`src/rtl/bot_update_scheduler.sv`:
```
// Bot update scheduler.
// Collects one state word per bot per frame. A round-robin arbiter picks one requester at a
// time, latches its word, acks it and presents it downstream. A frame closes when every bot
// has been serviced or when the frame timer expires. On close, the block reports which bots
// were missed and whether the close was caused by the timer.
//
// Ports:
//   clk, rst          clock and asynchronous active-high reset
//   req               per-bot "new word ready"
//   bot_data          per-bot {vx,vy,x,y}, 16-bit Q5.11 each, bot i in slot i, vx in MSBs
//   ack               one-cycle pulse to the bot whose word was consumed
//   sel_id            index of the bot whose word is on the outputs
//   vx/vy/x/y_out     latched word fields
//   out_valid         output word valid; held with the data until out_ready
//   out_ready         downstream accepts the word
//   frame_done        one-cycle pulse at frame close
//   frame_timeout     set when the last frame closed on the timer; held until the next close
//   missing           bots not serviced in the last closed frame; held until the next close
module bot_update_scheduler #(
  parameter int unsigned N_BOT   = 3,
  parameter int unsigned TIMEOUT = 1000
) (
  input  logic                  clk,
  input  logic                  rst,
  input  logic [N_BOT-1:0]      req,
  input  logic [64*N_BOT-1:0]   bot_data,
  output logic [N_BOT-1:0]      ack,
  output logic [1:0]            sel_id,
  output logic [15:0]           vx_out,
  output logic [15:0]           vy_out,
  output logic [15:0]           x_out,
  output logic [15:0]           y_out,
  output logic                  out_valid,
  input  logic                  out_ready,
  output logic                  frame_done,
  output logic                  frame_timeout,
  output logic [N_BOT-1:0]      missing
);

  localparam int unsigned        CntW      = (TIMEOUT > 1) ? $clog2(TIMEOUT) : 1;
  localparam logic [CntW-1:0]    CntMax    = CntW'(TIMEOUT - 1);
  localparam logic [N_BOT-1:0]   AllServed = '1;

  typedef enum logic [1:0] {StIdle, StLatch, StOut, StDone} state_e;

  state_e            r_state, w_state_nxt;
  logic [N_BOT-1:0]  r_served, w_served_nxt;
  logic [CntW-1:0]   r_cnt, w_cnt_nxt;
  logic [1:0]        r_last, w_last_nxt;
  logic [1:0]        r_sel, w_sel_nxt;
  logic [N_BOT-1:0]  r_ack, w_ack_nxt;
  logic [15:0]       r_vx, w_vx_nxt;
  logic [15:0]       r_vy, w_vy_nxt;
  logic [15:0]       r_x, w_x_nxt;
  logic [15:0]       r_y, w_y_nxt;
  logic              r_timeout, w_timeout_nxt;
  logic [N_BOT-1:0]  r_missing, w_missing_nxt;

  logic [N_BOT-1:0]  w_eligible;
  logic              w_found;
  logic [1:0]        w_grant;
  int unsigned       w_dist;
  int unsigned       w_best;
  logic [63:0]       w_slot;
  logic [N_BOT-1:0]  w_sel_oh;
  logic              w_timed_out;

  // Round-robin: the eligible bot closest after last_grant (wrapping) wins.
  always_comb begin
    w_eligible = req & ~r_served;
    w_found    = 1'b0;
    w_grant    = '0;
    w_dist     = 0;
    w_best     = N_BOT;
    for (int unsigned i = 0; i < N_BOT; i++) begin
      w_dist = (i + N_BOT - 1 - 32'(r_last)) % N_BOT;
      if (w_eligible[i] && (w_dist < w_best)) begin
        w_best  = w_dist;
        w_grant = 2'(i);
        w_found = 1'b1;
      end
    end
  end

  assign w_slot   = 64'(bot_data >> (64 * 32'(r_sel)));
  assign w_sel_oh = N_BOT'(1) << r_sel;

  // The timer only matters once something has been served; a fully served frame closes
  // through the OUT path instead.
  assign w_timed_out = (r_served != '0) && (r_served != AllServed) && (r_cnt == CntMax);

  always_comb begin
    w_state_nxt   = r_state;
    w_served_nxt  = r_served;
    w_last_nxt    = r_last;
    w_sel_nxt     = r_sel;
    w_ack_nxt     = '0;
    w_vx_nxt      = r_vx;
    w_vy_nxt      = r_vy;
    w_x_nxt       = r_x;
    w_y_nxt       = r_y;
    w_timeout_nxt = r_timeout;
    w_missing_nxt = r_missing;
    w_cnt_nxt     = r_cnt;
    if ((r_served != '0) && (r_cnt != CntMax)) begin
      w_cnt_nxt = r_cnt + 1'b1;
    end

    unique case (r_state)
      StIdle: begin
        // Timer expiry is only acted on here, so a word already latched is never dropped.
        if (w_timed_out) begin
          w_state_nxt   = StDone;
          w_timeout_nxt = 1'b1;
          w_missing_nxt = ~r_served;
        end else if (w_found) begin
          w_state_nxt = StLatch;
          w_sel_nxt   = w_grant;
        end
      end
      StLatch: begin
        w_vx_nxt     = w_slot[63:48];
        w_vy_nxt     = w_slot[47:32];
        w_x_nxt      = w_slot[31:16];
        w_y_nxt      = w_slot[15:0];
        w_ack_nxt    = w_sel_oh;
        w_served_nxt = r_served | w_sel_oh;
        w_last_nxt   = r_sel;
        w_state_nxt  = StOut;
      end
      StOut: begin
        if (out_ready) begin
          if (r_served == AllServed) begin
            w_state_nxt   = StDone;
            w_timeout_nxt = 1'b0;
            w_missing_nxt = ~r_served;
          end else begin
            w_state_nxt = StIdle;
          end
        end
      end
      StDone: begin
        w_served_nxt = '0;
        w_cnt_nxt    = '0;
        w_state_nxt  = StIdle;
      end
      default: begin
        w_state_nxt = StIdle;
      end
    endcase
  end

  always_ff @(posedge clk or posedge rst) begin
    if (rst) begin
      r_state   <= StIdle;
      r_served  <= '0;
      r_cnt     <= '0;
      r_last    <= 2'(N_BOT - 1);
      r_sel     <= '0;
      r_ack     <= '0;
      r_vx      <= '0;
      r_vy      <= '0;
      r_x       <= '0;
      r_y       <= '0;
      r_timeout <= 1'b0;
      r_missing <= '0;
    end else begin
      r_state   <= w_state_nxt;
      r_served  <= w_served_nxt;
      r_cnt     <= w_cnt_nxt;
      r_last    <= w_last_nxt;
      r_sel     <= w_sel_nxt;
      r_ack     <= w_ack_nxt;
      r_vx      <= w_vx_nxt;
      r_vy      <= w_vy_nxt;
      r_x       <= w_x_nxt;
      r_y       <= w_y_nxt;
      r_timeout <= w_timeout_nxt;
      r_missing <= w_missing_nxt;
    end
  end

  assign ack           = r_ack;
  assign sel_id        = r_sel;
  assign vx_out        = r_vx;
  assign vy_out        = r_vy;
  assign x_out         = r_x;
  assign y_out         = r_y;
  assign out_valid     = (r_state == StOut);
  assign frame_done    = (r_state == StDone);
  assign frame_timeout = r_timeout;
  assign missing       = r_missing;

endmodule

```
`config.mk`:
```
export PLATFORM = sky130hd
export DESIGN_NAME = bot_update_scheduler
export DESIGN_NICKNAME = d
export VERILOG_FILES = /design/src/rtl/bot_update_scheduler.sv
export SDC_FILE = /design/constraint.sdc
export NUM_CORES = 1
export LEC_CHECK = 0
export CAP_MARGIN = 30
export CELL_PAD_IN_SITES_DETAIL_PLACEMENT = 0
export CELL_PAD_IN_SITES_GLOBAL_PLACEMENT = 1
export CORE_AREA = 2 2 141 143
export DETAILED_ROUTE_END_ITERATION = 16
export DIE_AREA = 0 0 143 145
export HOLD_SLACK_MARGIN = 0.05
export PLACE_DENSITY_LB_ADDON = 0.1
export SLEW_MARGIN = 30
export SYNTH_ARGS = -nofsm -noshare
export SYNTH_HDL_FRONTEND = slang
export SYNTH_SLANG_ARGS = --single-unit
```
`constraint.sdc`:
```
create_clock -name clk -period 10.24 [get_ports clk]
set_input_delay 2.048 -clock clk [delete_from_list [all_inputs] [get_ports clk]]
set_output_delay 2.048 -clock clk [all_outputs]
set_load 0.01 [all_outputs]
```
# Word level (Yosys, flattened, before mapping)
# Index checks and enable logic that the tools add are counted.
# totals
ff_bits,90
input_bits,198
wordCells,77
# classes
add_sub_neg,4
div,3
n_lt_le_gt_ge,3
eq_ne,11
n_shift,2
muxes,24
bitwise_logic,4
n_reduce_logical,14
# ops
cell,count
$shr A192 B8 Y64,1
$mod A32 B2 Y32 const B,3
$lt A32 B32 Y1,2
$mux W32,2
$lt A32 B2 Y1 const B,1
$mux W10,2
$mux W3,4
$pmux W3 S2,2
$add A10 B1 Y10 const B,1
$eq A10 B10 Y1 const B,1
$mux W2,5
$ne A10 B10 Y1 const B,1
$pmux W2 S4,1
$mux W1,7
$logic_and A1 B1 Y1,6
$ne A3 B3 Y1 const B,2
$reduce_bool A2 Y1,3
$sub A2 B2 Y3 const A,2
$eq A2 B2 Y1 const B,2
$ne A2 B1 Y1 const B,2
$reduce_and A4 Y1,1
$sub A3 B2 Y4 const A,1
$and A3 B3 Y3,1
$eq A3 B3 Y1 const B,1
11 further kinds,11

# Logic depth before layout (Yosys ltp)
# Gate-level depths: netlist of the first run.
# logic_depth
word_depth,14
mapped_depth,19
depth_no_buf,19

# Worst setup path before layout of the first run
# No wires, ideal clock.
# synth_path
kind,input port to flip-flop
start,input port req[0]
end,register r_sel[0] (netlist: sel_id[0])
setup_time_ns,0.124
t_arrival_ns,5.134
required_ns,10.116
path_slack_ns,4.982
cell_stages,15
path_buffers,0
path_cell_list,nor3b_1 > o221ai_1 > nor2_1 > ha_1 > or3b_2 > a21oi_1 > mux2_2 > ha_1 > o21ai_0 > a211oi_1 > a2111oi_1 > o32ai_1 > o41ai_2 > nor2_1 > a211o_1
# synth_via
elab_chain_len,10
elab_cells_between_ends,14
classes_between,order compare: 2; mux: 7; bitwise: 1; reduce/logical: 4
# synth_lines
item,line_no,text
"start, declared",25,"input logic [N_BOT-1:0] req,"
$and A3 B3 Y3 (*),70,w_eligible = req & ~r_served;
$logic_and A1 B1 Y1 (*),77,if (w_eligible[i] && (w_dist < w_best)) begin
$mux W32,77,
$lt A32 B32 Y1,77,
$logic_and A1 B1 Y1,77,
$mux W32,77,
$lt A32 B32 Y1,77,
$logic_and A1 B1 Y1,77,
$mux W1,77,
$reduce_and A3 Y1 (no source line),n/a,
"end signal, assigned",172,r_sel <= w_sel_nxt;
"end, declared",50,"logic [1:0] r_sel, w_sel_nxt;"
# Every way passes the cells marked *; elsewhere a longest branch is shown, timed or not.
# A chain may end at the register's enable or synchronous reset.

# Worst setup path in the final report of the first run
# Ends and elaborated chain as after synthesis.

==> results of run 1 <==
[cells by family (layout without fill, tap and decap cells)]
| group | count (synthesis) | after routing | share of synthesized area, % |
|---|---|---|---|
| AND/OR/NAND/NOR | 198 | 198 | 15.57 |
| AO/OA/AOI/OAI | 193 | 193 | 19.85 |
| flip-flops | 90 | 90 | 39.94 |
| multiplexers | 55 | 55 | 9.825 |
| buffers and inverters | 53 | 308 | 3.615 |
| adder cells (fa/ha/maj) | 46 | 46 | 10.20 |
| XOR/XNOR | 6 | 6 | 0.9316 |
| other | 1 | 30 | 0.06647 |
[cell usage after synthesis (3+ instances only)]
| cell type | number | share of area [%] |
|---|---|---|
| nand2b_1 | 5 | 0.55 |
| inv_1 | 14 | 0.93 |
| dfrtp_1 | 89 | 39 |
| mux2i_1 | 52 | 9.2 |
| a21oi_1 | 68 | 6.0 |
| or3_1 | 5 | 0.55 |
| a211oi_1 | 4 | 0.53 |
| a21o_1 | 4 | 0.53 |
| xor2_1 | 3 | 0.47 |
| xnor2_1 | 3 | 0.47 |
| buf_1 | 5 | 0.33 |
| a22oi_1 | 26 | 3.5 |
| o21ai_0 | 75 | 6.7 |
| a21boi_0 | 3 | 0.40 |
| ha_1 | 46 | 10 |
| buf_2 | 4 | 0.35 |
| nor3_1 | 4 | 0.35 |
| nand2_1 | 73 | 4.9 |
| and2_1 | 3 | 0.33 |
| nor2_1 | 75 | 5.0 |
| mux2_2 | 3 | 0.60 |
| nand3_1 | 8 | 0.71 |
| nor2b_1 | 6 | 0.67 |
| nand4_1 | 7 | 0.78 |
| clkbuf_1 | 30 | 2.0 |
[worst max-delay path by stage]
stage / from / endpoint / slack, ns / cells past startpoint
finish: req[0] / sel_id[0]$_DFFE_PP0P_ / 4.59 / 16
CTS: req[0] / sel_id[0]$_DFFE_PP0P_ / 4.59 / 16
detailed placement: req[0] / sel_id[0]$_DFFE_PP0P_ / 4.23 / 16
global placement: req[0] / sel_id[0]$_DFFE_PP0P_ / 4.32 / 16
floorplan: req[0] / sel_id[0]$_DFFE_PP0P_ / 4.98 / 15
global route: req[0] / sel_id[0]$_DFFE_PP0P_ / 4.28 / 16
[worst max-delay path: cells and delay by family]
family                     cells  cell delay (ns)
muxes                          1             0.37
adders and majority gates      2             0.45
buffers and inverters          1             0.39
and+or+nand+nor                4             0.83
AOI/OAI and AO/OA              8             1.76
[layer usage]
metal | wire length, µm | GRT usage, %
met1 | 7747 | 21.47
met3 | 1521 | 4.818
met4 | 408 | 6.139
met2 | 9593 | 33.37
met5 | 0 | 0
[through the flow]
stage	total power, mW	std cells	instance area (µm²)	util [%]	hold slack (ns)
floorplan	1.380	671	5751	-	0.5026
global placement	1.916	1175	8726	45.43	0.4636
detailed placement	1.953	1175	8736	45.48	0.4698
CTS	2.303	1191	9034	47.03	0.4851
global route	2.475	1191	9036	47.05	0.5088
finish	2.261	1191	9036	47.05	0.4758
[report_power, final]
| part | switching (mW) | internal, mW |
|---|---|---|
| logic | 0.683 | 0.618 |
| registers | 0.121 | 0.502 |
| clock network | 0.141 | 0.196 |
| total | 0.945 | 1.32 |
[cells in the final DEF (no fill, tap or decap), types with 26 or more instances in the layout]
cell type and n:
o21ai_0 75, mux2i_1 52, nand2_1 73, clkdlybuf4s50_1 272
conb_1 30, nor2_1 74, a21oi_1 68, dfrtp_1 87
ha_1 46, a22oi_1 26
[state kept, by name, indices dropped and copies added, names as in the netlist, 3 cells and up]
register / cells
missing: 3
vx_out: 16
x_out: 16
ack: 3
r_served: 3
vy_out: 16
y_out: 16
r_cnt: 10
[final cells by class]
class                           instances  area share (%)
Tap cell                              265           3.669
Timing Repair Buffer                  278           30.67
Clock buffer                           12           2.728
Inverter                               14          0.6092
Multi-Input combinational cell        528           36.76
Clock inverter                          4          0.5677
Sequential cell                        90           24.99
==> flow_summary.html, run 1 <==
<table>
<tr><th>Metric</th><th>Value</th></tr>
<tr><th colspan="2">Outcome</th></tr>
<tr><td>Result of the run</td><td>complete, no violations</td></tr>
<tr><th colspan="2">Power and ir drop</th></tr>
<tr><td>Worst IR Drop VDD</td><td>0.00009617 V</td></tr>
<tr><td>Cell leakage power</td><td>3.985 nW</td></tr>
<tr><td>Cell Pwr Density</td><td>250.3 nW/µm²</td></tr>
<tr><th colspan="2">STA</th></tr>
<tr><td>Tightest Pin Transition</td><td>0.7695 ns</td></tr>
<tr><td>Share of the clock period used by the worst path after layout</td><td>55.13%</td></tr>
<tr><td>Max Slew Vio Count</td><td>0</td></tr>
<tr><td>Final Hold Vio Count</td><td>0</td></tr>
<tr><td>Highest attainable clock frequency</td><td>177.1 MHz</td></tr>
<tr><td>RSZ-0062 raised after global routing</td><td>no</td></tr>
<tr><td>Fin Clk Skew</td><td>0.004363 ns</td></tr>
<tr><td>Clock period minus final worst setup slack</td><td>5.645 ns</td></tr>
<tr><td>Setup total negative slack</td><td>0 ns</td></tr>
<tr><td>Slew margin rel.</td><td>48.53%</td></tr>
<tr><td>Post-layout worst setup margin</td><td>4.595 ns</td></tr>
<tr><td>Final setup violation count</td><td>0</td></tr>
<tr><th colspan="2">Layout</th></tr>
<tr><td>Area grow syn2layout</td><td>60.17%</td></tr>
<tr><td>Layout fillers</td><td>1,836</td></tr>
<tr><td>Sequential Area</td><td>2258 µm²</td></tr>
<tr><td>Net count, final</td><td>1,165</td></tr>
<tr><td>Share of final-layout standard cells stronger than drive strength 1</td><td>3.996%</td></tr>
<tr><td>Antenna fix cells</td><td>0</td></tr>
<tr><td>Total area of multi-input combinational cells</td><td>3322 µm²</td></tr>
<tr><th colspan="2">Min path</th></tr>
<tr><td>Type of the worst min-delay path</td><td>flop to flop</td></tr>
<tr><td>Worst Hold Path EP</td><td>y_out[2]$_DFFE_PP0P_</td></tr>
<tr><td>Hold Path Depth</td><td>2</td></tr>
<tr><td>Critical hold path startpoint</td><td>y_out[2]$_DFFE_PP0P_</td></tr>
<tr><th colspan="2">Floorplanning</th></tr>
<tr><td>Number of placement rows</td><td>51</td></tr>
<tr><td>Height of the chip</td><td>145 µm</td></tr>
<tr><td>Total Die Area</td><td>20,740 µm²</td></tr>
<tr><td>Effective utilization at floorplan</td><td>29.37%</td></tr>
<tr><td>Core area</td><td>19,210 µm²</td></tr>
<tr><td>Ports</td><td>273</td></tr>
<tr><td>Die span in x</td><td>143 µm</td></tr>
<tr><th colspan="2">Setup path</th></tr>
<tr><td>Terminus of the critical flop-to-flop path</td><td>sel_id[0]$_DFFE_PP0P_</td></tr>
<tr><td>Reg-to-reg slack, setup</td><td>5.26 ns</td></tr>
<tr><td>Cell with the largest stage delay on the worst path</td><td>or3b_2</td></tr>
<tr><td>Stage delay of the slowest cell on the critical path</td><td>0.48 ns</td></tr>
<tr><td>Required @ worst endpoint</td><td>10.46 ns</td></tr>
<tr><td>Endpoint class of the critical path</td><td>flop</td></tr>
<tr><td>Type of element launching the critical path</td><td>primary input</td></tr>
<tr><td>Worst setup path class</td><td>primary input to flop</td></tr>
<tr><td>Cells along the critical path</td><td>clkdlybuf4s50_1 -&gt; nor3b_1 -&gt; o221ai_1 -&gt; nor2_1 -&gt; ha_1 -&gt; or3b_2 -&gt; a21oi_1 -&gt; mux2_2 -&gt; ha_1 -&gt; o21ai_0 -&gt; a211oi_1 -&gt; a2111oi_1 -&gt; o32ai_1 -&gt; o41ai_2 -&gt; nor2_1 -&gt; a211o_1</td></tr>
<tr><td>Number of cells traversed by the worst register-to-register path</td><td>19</td></tr>
<tr><td>Origin of the critical flop-to-flop path</td><td>r_last[1]$_DFFE_PP1P_</td></tr>
<tr><td>Critical Path Fanout Max</td><td>5</td></tr>
<tr><td>Arrival time of data at the critical path endpoint</td><td>5.87 ns</td></tr>
<tr><th colspan="2">Routing</th></tr>
<tr><td>Number of iterations in the first detailed-routing pass</td><td>4</td></tr>
<tr><td>Initial DRC count</td><td>147</td></tr>
<tr><td>Per-cell routed wire length</td><td>16.18 µm</td></tr>
<tr><td>Total wirelength of the detailed-routed design</td><td>19,270 µm</td></tr>
<tr><td>Via-to-Cell Ratio</td><td>4.682</td></tr>
<tr><td>ANT nets after route</td><td>0</td></tr>
<tr><td>Vias post-DR</td><td>5,576</td></tr>
<tr><td>DRC violations left</td><td>0</td></tr>
<tr><th colspan="2">Placed design</th></tr>
<tr><td>Gp weighted congestion</td><td>0.7880</td></tr>
<tr><td>Half-perimeter wire length after placement</td><td>14,690 µm</td></tr>
<tr><td>Worst-case setup slack after placement</td><td>4.226 ns</td></tr>
<tr><td>IO Port Bufs</td><td>272</td></tr>
<tr><th colspan="2">CTS</th></tr>
<tr><td>Clock tree from TritonCTS</td><td>done</td></tr>
<tr><td>Hold-fix buffers at CTS</td><td>0</td></tr>
<tr><td>Number of cells upsized or downsized after cts</td><td>0</td></tr>
<tr><td>Number of buffers on the longest clock path</td><td>2</td></tr>
<tr><td>Post-CTS clock slew at the launch and capture registers of the worst setup and hold paths</td><td>0.07 ns</td></tr>
<tr><td>H-tree level count</td><td>3</td></tr>
<tr><td>Clock latency on the worst-skew pair</td><td>0.34 ns</td></tr>
<tr><td>Root Driver</td><td>clkbuf_16</td></tr>
<tr><td>Clk sinks</td><td>90</td></tr>
<tr><td>Total setup buffers inserted after CTS</td><td>0</td></tr>
<tr><td>Clock buffer count from CTS</td><td>9</td></tr>
<tr><th colspan="2">Synthesis</th></tr>
<tr><td>Average cell area after synthesis</td><td>8.788 µm²</td></tr>
<tr><td>Post-synthesis cell count</td><td>642</td></tr>
<tr><td>Post-synth EDFFs</td><td>0</td></tr>
<tr><td>Unique masters post-synth</td><td>48</td></tr>
<tr><td>Top_reg_cell synth</td><td>dfrtp_1</td></tr>
<tr><td>Synthesis warning total</td><td>0</td></tr>
<tr><td>Share of flip-flops with an asynchronous set or reset after synthesis</td><td>100.0%</td></tr>
<tr><td>Register bit total from synthesis</td><td>90</td></tr>
<tr><td>Synth Cell Area</td><td>5642 µm²</td></tr>
<tr><td>Sequential element share of the synthesized area</td><td>39.94%</td></tr>
<tr><th colspan="2">GRT</th></tr>
<tr><td>Total routing usage reported by global routing</td><td>18.68%</td></tr>
<tr><td>GRT overflow</td><td>0</td></tr>
<tr><td>Pin count of the biggest net entering global routing</td><td>91</td></tr>
<tr><td>Number of global-route vias before repair</td><td>5,676</td></tr>
<tr><td>Number of antenna violations at the first check in global routing</td><td>0</td></tr>
<tr><td>Global-route wire length before repair</td><td>30,270 µm</td></tr>
<tr><th colspan="2">Flow run</th></tr>
<tr><td>Number of maximum-capacitance violations</td><td>0</td></tr>
</table>
(Power assumes the default switching activity.)
==> run 2, diff against run 1 <==
- CORE_AREA: 2 2 141 143 -> 2 2 143 145
- DIE_AREA: 0 0 143 145 -> 0 0 145 147
- clock period: 10.24 -> 5.5 ns (I/O delays scaled with it)
==> flow_summary.html, run 2 (synthesized netlist as in run 1, its figures left out) <==
<table>
<tr><th>Metric</th><th>Value</th></tr>
<tr><th colspan="2">Routing</th></tr>
<tr><td>Per-cell routed wire length</td><td>16.49 µm</td></tr>
<tr><td>DRC violations left</td><td>0</td></tr>
<tr><td>Via-to-Cell Ratio</td><td>4.672</td></tr>
<tr><td>Initial DRC count</td><td>205</td></tr>
<tr><td>Total wirelength of the detailed-routed design</td><td>19,760 µm</td></tr>
<tr><td>Number of iterations in the first detailed-routing pass</td><td>4</td></tr>
<tr><td>Vias post-DR</td><td>5,597</td></tr>
<tr><td>ANT nets after route</td><td>0</td></tr>
<tr><th colspan="2">GRT</th></tr>
<tr><td>Number of global-route vias before repair</td><td>5,707</td></tr>
<tr><td>Number of antenna violations at the first check in global routing</td><td>1</td></tr>
<tr><td>GRT overflow</td><td>0</td></tr>
<tr><td>Total routing usage reported by global routing</td><td>18.46%</td></tr>
<tr><td>Pin count of the biggest net entering global routing</td><td>133</td></tr>
<tr><td>Global-route wire length before repair</td><td>31,300 µm</td></tr>
<tr><th colspan="2">Flow run</th></tr>
<tr><td>Number of maximum-capacitance violations</td><td>0</td></tr>
<tr><th colspan="2">Layout</th></tr>
<tr><td>Final std cells w/o fill</td><td>1,198</td></tr>
<tr><td>Net count, final</td><td>1,166</td></tr>
<tr><td>Area grow syn2layout</td><td>60.86%</td></tr>
<tr><td>Commonest non-fill, non-tap cell in the layout</td><td>clkdlybuf4s50_1</td></tr>
<tr><td>Share of final-layout standard cells stronger than drive strength 1</td><td>4.315%</td></tr>
<tr><td>Most frequent cells in the layout</td><td>272 x clkdlybuf4s50_1, 87 x dfrtp_1, 75 x o21ai_0</td></tr>
<tr><th colspan="2">Floorplanning</th></tr>
<tr><td>Effective utilization at floorplan</td><td>28.43%</td></tr>
<tr><td>Total Die Area</td><td>21,320 µm²</td></tr>
<tr><td>Number of placement rows</td><td>52</td></tr>
<tr><td>Core area</td><td>19,840 µm²</td></tr>
<tr><td>Height of the chip</td><td>147 µm</td></tr>
<tr><td>Ports</td><td>273</td></tr>
<tr><td>Die span in x</td><td>145 µm</td></tr>
<tr><th colspan="2">Setup path</th></tr>
<tr><td>Crit path top cell by count</td><td>ha_1</td></tr>
<tr><td>Critical Path Fanout Max</td><td>6</td></tr>
<tr><td>Arrival time of data at the critical path endpoint</td><td>5.27 ns</td></tr>
<tr><td>Type of element launching the critical path</td><td>flop</td></tr>
<tr><td>Worst setup path class</td><td>flop to flop</td></tr>
<tr><td>Cell with the largest stage delay on the worst path</td><td>dfstp_2</td></tr>
<tr><td>Endpoint class of the critical path</td><td>flop</td></tr>
<tr><td>Cells along the critical path</td><td>ha_1 -&gt; inv_1 -&gt; ha_1 -&gt; or3b_1 -&gt; a211oi_1 -&gt; o221ai_1 -&gt; nor2_1 -&gt; ha_1 -&gt; or3b_2 -&gt; a21oi_1 -&gt; mux2_2 -&gt; ha_1 -&gt; o21ai_0 -&gt; a211oi_1 -&gt; a2111oi_1 -&gt; o32ai_1 -&gt; o41ai_2 -&gt; nor2_1 -&gt; a211o_1</td></tr>
<tr><td>Stage delay of the slowest cell on the critical path</td><td>0.58 ns</td></tr>
<tr><td>Required @ worst endpoint</td><td>5.73 ns</td></tr>
<tr><th colspan="2">CTS</th></tr>
<tr><td>Number of cells upsized or downsized after cts</td><td>0</td></tr>
<tr><td>Clock buffer count from CTS</td><td>9</td></tr>
<tr><td>Clock tree from TritonCTS</td><td>done</td></tr>
<tr><td>H-tree level count</td><td>3</td></tr>
<tr><td>Root Driver</td><td>clkbuf_16</td></tr>
<tr><td>Number of buffers on the longest clock path</td><td>2</td></tr>
<tr><td>Clk sinks</td><td>90</td></tr>
<tr><td>Hold-fix buffers at CTS</td><td>0</td></tr>
<tr><td>Post-CTS clock slew at the launch and capture registers of the worst setup and hold paths</td><td>0.07 ns</td></tr>
<tr><td>Clock latency on the worst-skew pair</td><td>0.34 ns</td></tr>
<tr><td>Total setup buffers inserted after CTS</td><td>0</td></tr>
<tr><th colspan="2">Power and ir drop</th></tr>
<tr><td>Clock power share</td><td>16.0%</td></tr>
<tr><td>Share of power burned in registers</td><td>27.3%</td></tr>
<tr><td>Switching component of the power</td><td>1.798 mW</td></tr>
<tr><td>Cell leakage power</td><td>3.996 nW</td></tr>
<tr><td>Worst IR Drop VDD</td><td>0.0002177 V</td></tr>
<tr><td>Share of total power consumed by net switching</td><td>41.92%</td></tr>
<tr><td>Total Power Consumption</td><td>4.290 mW</td></tr>
<tr><td>Cell Pwr Density</td><td>472.7 nW/µm²</td></tr>
<tr><td>Design internal power</td><td>2.491 mW</td></tr>
<tr><td>Share of total power in combinational logic</td><td>56.7%</td></tr>
<tr><th colspan="2">Placed design</th></tr>
<tr><td>Half-perimeter wire length after placement</td><td>14,930 µm</td></tr>
<tr><td>IO Port Bufs</td><td>272</td></tr>
<tr><td>Gp weighted congestion</td><td>0.8646</td></tr>
<tr><td>Post-placement cell count</td><td>1,181</td></tr>
<tr><th colspan="2">STA</th></tr>
<tr><td>Slew margin rel.</td><td>43.29%</td></tr>
<tr><td>Setup total negative slack</td><td>0 ns</td></tr>
<tr><td>Final Hold Vio Count</td><td>0</td></tr>
<tr><td>Fin Clk Skew</td><td>0.01031 ns</td></tr>
<tr><td>Tightest Pin Transition</td><td>0.8507 ns</td></tr>
<tr><td>Max Slew Vio Count</td><td>0</td></tr>
<tr><td>Highest attainable clock frequency</td><td>198.4 MHz</td></tr>
<tr><td>Final setup violation count</td><td>0</td></tr>
<tr><td>Share of the clock period used by the worst path after layout</td><td>91.66%</td></tr>
<tr><td>Clock period minus final worst setup slack</td><td>5.041 ns</td></tr>
<tr><td>Final worst hold slack</td><td>0.4807 ns</td></tr>
<tr><td>RSZ-0062 raised after global routing</td><td>no</td></tr>
<tr><th colspan="2">Min path</th></tr>
<tr><td>Type of the worst min-delay path</td><td>flop to flop</td></tr>
<tr><th colspan="2">Outcome</th></tr>
<tr><td>Result of the run</td><td>complete, no violations</td></tr>
</table>
[run 2: changes by cell type in the layout (fill, tap and decap cells not counted), sizes merged]
| cell | delta |
|---|---|
| clkbuf | -3 |
| buf | +1 |
| bufinv | +1 |
| clkinvlp | +1 |
| diode | +1 |
| inv | +1 |
[run 2: area by class of cell]
type / count / area, µm²
Fill cell: 1917 / 10770
Multi-Input combinational cell: 528 / 3316
Timing Repair Buffer: 279 / 2779
Sequential cell: 90 / 2258
Tap cell: 270 / 337.8
Clock buffer: 9 / 225.2
Clock inverter: 7 / 101.3
Inverter: 14 / 55.05
Antenna cell: 1 / 2.502
[run 2: worst paths after layout]
kind | from | endpoint | slack [ns] | depth (start not counted)
worst max-delay path | r_last[1]$_DFFE_PP1P_ | sel_id[0]$_DFFE_PP0P_ | 0.46 | 19
min in group asynchronous | rst | x_out[15]$_DFFE_PP0P_ | 1.21 | 2
worst min-delay path | vx_out[11]$_DFFE_PP0P_ | vx_out[11]$_DFFE_PP0P_ | 0.48 | 2
worst min register to register | vx_out[11]$_DFFE_PP0P_ | vx_out[11]$_DFFE_PP0P_ | 0.48 | 2
worst max register to register | r_last[1]$_DFFE_PP1P_ | sel_id[0]$_DFFE_PP0P_ | 0.46 | 19
max in group asynchronous | rst | sel_id[0]$_DFFE_PP0P_ | 3.23 | 3
[run 2: power by group through the flow]
stage | combinational (mW) | clock (mW) | sequential [mW]
2_1_floorplan | 1.38 | 0 | 1.19
3_3_place_gp | 2.40 | 0 | 1.18
6_report | 2.43 | 0.685 | 1.17
4_1_cts | 2.47 | 0.710 | 1.18
5_1_grt | 2.73 | 0.733 | 1.22
3_5_place_dp | 2.47 | 0 | 1.19
[run 2: critical path, delay by kind of cell (launching register included)]
| kind | cells | cell delay, ns |
|---|---|---|
| buf+inv | 1 | 0.08 |
| flops | 1 | 0.58 |
| compound gates | 9 | 2.09 |
| fa+ha+maj | 4 | 0.94 |
| simple gates | 4 | 0.87 |
| mux | 1 | 0.37 |
[run 2: routing by layer]
metal	GRT usage [%]	vias up	share of wire [%]
met1	22.21	2573	41
met2	32.26	197	50
met4	6.832	0	2.6
met5	0	-	0
met3	4.286	28	6.1
li1	-	2799	-
[run 2: through the flow]
step	setup slack, ns	util (%)	area, µm²
after global placement	0.4962	44.04	8738
after detailed placement	0.3866	44.05	8742
final	0.4586	45.73	9075
after floorplan	0.9835	-	5751
after CTS	0.4705	45.70	9069
after global routing	0.08519	45.73	9075
==> run 3, diff against run 2 <==
- SKIP_CTS_REPAIR_TIMING: not set -> 1
==> results of run 3 <==
No change in the layout: final DEF, timing and power equal those of run 2.
